===== src/rtl/pipe_stage_elastic.sv =====
// Elastic pipeline stage register: valid/ready handshake, main + skid entry, synchronous flush.
// Optional stall counter enabled by defining PIPE_STAGE_PERF_EN.
`timescale 1ns/1ps
module pipe_stage_elastic #(
  parameter int unsigned          DATA_W   = 16,
  parameter int unsigned          CTRL_W   = 8,
  parameter logic [CTRL_W-1:0]    NOP_CTRL = '0
) (
  input  logic              clk,
  input  logic              rst_n,
  input  logic              flush,
  input  logic              in_valid,
  output logic              in_ready,
  input  logic [CTRL_W-1:0] in_ctrl,
  input  logic [DATA_W-1:0] in_data,
  output logic              out_valid,
  input  logic              out_ready,
  output logic [CTRL_W-1:0] out_ctrl,
  output logic [DATA_W-1:0] out_data
`ifdef PIPE_STAGE_PERF_EN
  ,
  output logic [15:0]       stall_cnt
`endif
);

  // Encoding is {S.valid, M.valid}; outputs decode straight from the state flops.
  typedef enum logic [1:0] {
    EMPTY = 2'b00,
    FULL  = 2'b01,
    SKID  = 2'b11
  } state_t;

  state_t            state, state_nxt;
  logic [CTRL_W-1:0] m_ctrl, s_ctrl;
  logic [DATA_W-1:0] m_data, s_data;
  logic              xfer_in, xfer_out;

  assign xfer_in  = in_valid & in_ready;
  assign xfer_out = out_valid & out_ready;

  always_ff @(posedge clk or negedge rst_n) begin
    if (!rst_n) state <= EMPTY;
    else        state <= state_nxt;
  end

  always_comb begin
    state_nxt = state;
    if (flush) begin
      state_nxt = EMPTY;
    end else begin
      unique case (state)
        EMPTY: if (xfer_in) state_nxt = FULL;
        FULL: begin
          if (xfer_in && !xfer_out)      state_nxt = SKID;
          else if (!xfer_in && xfer_out) state_nxt = EMPTY;
        end
        SKID:    if (xfer_out) state_nxt = FULL;
        default: state_nxt = EMPTY;
      endcase
    end
  end

  always_comb begin
    out_valid = (state != EMPTY);
    in_ready  = (state != SKID);
    out_ctrl  = out_valid ? m_ctrl : NOP_CTRL;
    out_data  = m_data;
  end

  // Flush suppresses all loads so out_data stays stable while invalid.
  always_ff @(posedge clk or negedge rst_n) begin
    if (!rst_n) begin
      m_ctrl <= '0;
      m_data <= '0;
      s_ctrl <= '0;
      s_data <= '0;
    end else if (!flush) begin
      if ((state == EMPTY && xfer_in) || (state == FULL && xfer_in && xfer_out)) begin
        m_ctrl <= in_ctrl;
        m_data <= in_data;
      end else if (state == SKID && xfer_out) begin
        m_ctrl <= s_ctrl;
        m_data <= s_data;
      end
      if (state == FULL && xfer_in && !xfer_out) begin
        s_ctrl <= in_ctrl;
        s_data <= in_data;
      end
    end
  end

`ifdef PIPE_STAGE_PERF_EN
  always_ff @(posedge clk or negedge rst_n) begin
    if (!rst_n)
      stall_cnt <= '0;
    else if (out_valid && !out_ready && !flush && stall_cnt != 16'hFFFF)
      stall_cnt <= stall_cnt + 16'd1;
  end
`endif

endmodule


===== config.mk =====
export PLATFORM = sky130hd
export DESIGN_NAME = pipe_stage_elastic
export DESIGN_NICKNAME = d
export VERILOG_FILES = /design/src/rtl/pipe_stage_elastic.sv
export SDC_FILE = /design/constraint.sdc
export NUM_CORES = 1
export LEC_CHECK = 0
export CORE_ASPECT_RATIO = 1.2
export CORE_MARGIN = 8
export CORE_UTILIZATION = 47
export CTS_CLUSTER_SIZE = 28
export DETAILED_ROUTE_END_ITERATION = 12
export GPL_TIMING_DRIVEN = 0
export HOLD_SLACK_MARGIN = 0.08
export PLACE_DENSITY = 0.84
export SYNTH_ARGS = -nofsm -noshare
export SYNTH_HDL_FRONTEND = slang
export SYNTH_SLANG_ARGS = --single-unit

===== constraint.sdc =====
create_clock -name clk -period 2.4 [get_ports clk]
set_input_delay 0.48 -clock clk [delete_from_list [all_inputs] [get_ports clk]]
set_output_delay 0.48 -clock clk [all_outputs]
set_load 0.03 [all_outputs]

==> qor.txt, run 1 <==
status: complete, no violations
Die Area: 8150 µm²
CTS tree: done
Synth Warn #: 0
starting density of the core: 48.9%
# rows: 29
worst-path cell chain: inv_1, ha_1, inv_1, clkdlybuf4s50_1
PD cells: 1250 nW/µm²
synth cell count leaders: dfrtp_1 (50), mux2_4 (40), mux2_2 (32), nor2b_1 (10), inv_1 (6)
Layout area overhead: 28.3%
largest net degree at the start of global routing: 27
DRC: 0
Initial DRC Count: 56
Tightest Pin Transition: 0.597 ns
clk_lat worst skew: 0.30 ns
kind of critical path: reg2out
Routed WL per cell: 16.2 µm
fin crit period: 2.26 ns
fmax: 0.442 GHz
CTS resizes: 9
Syn Inst Count: 167
RD Place Congestion: 0.814
Die Wd: 83.8 µm
WHS: 0.179 ns
Fill cells: 409
post-DP HPWL: 3560 µm
CP max-delay cell: clkdlybuf4s50_1
Hold WC Path Type: in2async
core area: 5300 µm²
Root Buffer: clkbuf_8
post-route clock period utilization: 94.3%
Setup TNS: 0 ns
Clk pin slew, worst setup/hold paths: 0.08 ns
slew margin rel.: 60.2%
max incr delay on CP: 0.66 ns
ANT cells: 0
worst slack at placement: 0.0321 ns
layout cells sized above 1: 41.3%
All-Layer GR Usage: 12.6%
asr flop ratio synth: 100%
unrepaired setup endpoints after global routing: false
cell family with most CP delay: buffers and inverters
top cells by area, synth: dfrtp_1 (48%), mux2_4 (23%), mux2_2 (14%)
worst-path maximum fanout: 4
Mapped Avg Cell Area: 15.5 µm²
Die Y: 97.3 µm
CTS Buf Count: 5
cell taking the most area after synthesis: dfrtp_1
Post-synth EDFFs: 0
most used cell along the critical path: inv_1
Netlist cell types: 25
Leak: 0.00153 µW
final setup vio count: 0
Buf/Inv on CP: 3
first-pass GRT wire length: 8510 µm
clk_skew: 0.00932 ns
Synth top area share: 48.3%
vias per cell: 5.05
drt pass-1 iters: 4
Max-cap violations: 0
clock sinks: 50
Max Slew Vio Count: 0
Yosys reg bits: 50
Final nets: 263
PortBufs: 54
Power Total: 4160 µW
critical path data arrival time: 1.78 ns
Hold-fix buffers, CTS: 0
Worst Slack Setup Final: 0.136 ns
CP startpoint kind: register
crit path capture type: primary output
H-Tree Depth: 2
Post-DRT Antenna Nets: 0
Peak VDD IR: 0.643 mV
Top FF cell, synth: dfrtp_1
worst path required time: 1.92 ns
clk buf depth: 2
vias in the first global route: 1,689
via count: 1,474
I/O pins: 55
initial antenna violation count: 0
Post-Syn Nets: 201
Post-CTS Repair Setup Buffers: 0
most common cell in the synthesized netlist: dfrtp_1
synthesized cell area: 2590 µm²
Routed WL: 4740 µm
Final Hold Viols: 0
total grt overflow: 0
sequential share of the synthesized area: 48.3%
-- worst paths after layout --
kind | depth (start not counted) | end | slack (ns) | from
max in group asynchronous | 2 | out_data[11] | 1.68 | rst_n
min in group clk | 1 | s_data[12] | 0.51 | s_data[12]
worst min register to register | 1 | s_data[12] | 0.51 | s_data[12]
worst min-delay path | 1 | s_data[15] | 0.18 | rst_n
worst max register to register | 7 | out_data[5] | 0.21 | state[1]
worst max-delay path | 4 | out_valid | 0.14 | state[0]
-- state kept, by name, indices dropped and copies added (netlist names) --
| name | count |
|---|---|
| out_data | 16 |
| s_data | 16 |
| m_ctrl | 8 |
| s_ctrl | 8 |
| state | 2 |
-- metrics by stage --
stage          instance area, µm²  util [%]  instances
4_1_cts                      3320      62.7        292
3_3_place_gp                 3210      60.5        283
5_1_grt                      3320      62.7        292
2_1_floorplan                2590         -        167
3_5_place_dp                 3220      60.8        284
6_report                     3320      62.7        292
-- metal layers --
| metal | GRT usage, % | vias to the layer above | share of wire [%] |
|---|---|---|---|
| li1 | - | 712 | - |
| met1 | 15.8 | 722 | 44 |
| met2 | 19.9 | 35 | 49 |
| met3 | 3.44 | 5 | 4.9 |
| met4 | 5.19 | 0 | 1.9 |
| met5 | 0 | - | 0 |
-- cell families (layout without fill, tap and decap cells) --
logic type	Yosys count	in the layout	share of synthesized area, %
AO/OA/AOI/OAI	7	7	2.76
flip-flops	50	50	48.3
adder cells (fa/ha/maj)	5	5	2.42
multiplexers	72	72	37.1
AND/OR/NAND/NOR	19	19	5.12
buffers and inverters	14	77	4.25
-- worst reg2reg max path, cell delays in order (launching register included) --
cell     delay (ns)
dfrtp_1        0.40
inv_1          0.09
ha_1           0.25
and3b_4        0.22
o21ai_4        0.30
buf_6          0.24
mux2_4         0.31
mux2_4         0.26
-- where the power goes --
group          internal (µW)  total [µW]  leakage, µW  switching, µW
logic                   1210        2120     0.000867            906
clock network            307         571    0.0000579            264
registers               1260        1480     0.000605            217
-- layout make-up --
class                      count  area [µm²]  share of cell area, %
buffer                         8        88.8                   2.67
clock buffer                   5        68.8                   2.07
inverter                       6        22.5                  0.678
tap                           62        77.6                   2.34
sequential                    50        1250                   37.7
timing repair buffer          55         546                   16.4
multi-input combinational    103        1230                   36.9
clock inverter                 3        40.0                   1.21
-- layout by cell type, fill, tap and decap left out, drive strengths merged --
master and n:
a2111oi 1, a21oi 2, a22oi 1, a31oi 1, a41o 1, and3b 1, buf 9, bufinv 1
clkbuf 6, clkdlybuf4s50 45, clkinv 2, dfrtp 50, dlygate4sd2 8, ha 5, inv 6, mux2 72
nand2 1, nand2b 2, nand3 1, nand4 1, nand4b 1, nor2 1, nor2b 10, o21ai 1
or3b 1
No activity file was read; power rests on OpenSTA's default activity.
==> run 2: changes to the inputs <==
--- a/config.mk
+++ b/config.mk
@@ -5,6 +5,7 @@
 export SDC_FILE = /design/constraint.sdc
 export NUM_CORES = 1
 export LEC_CHECK = 0
+export CAP_MARGIN = 20
 export CORE_ASPECT_RATIO = 1.2
 export CORE_MARGIN = 8
 export CORE_UTILIZATION = 47
==> results of run 2 <==
No change in the layout: final DEF, timing and power equal those of run 1.
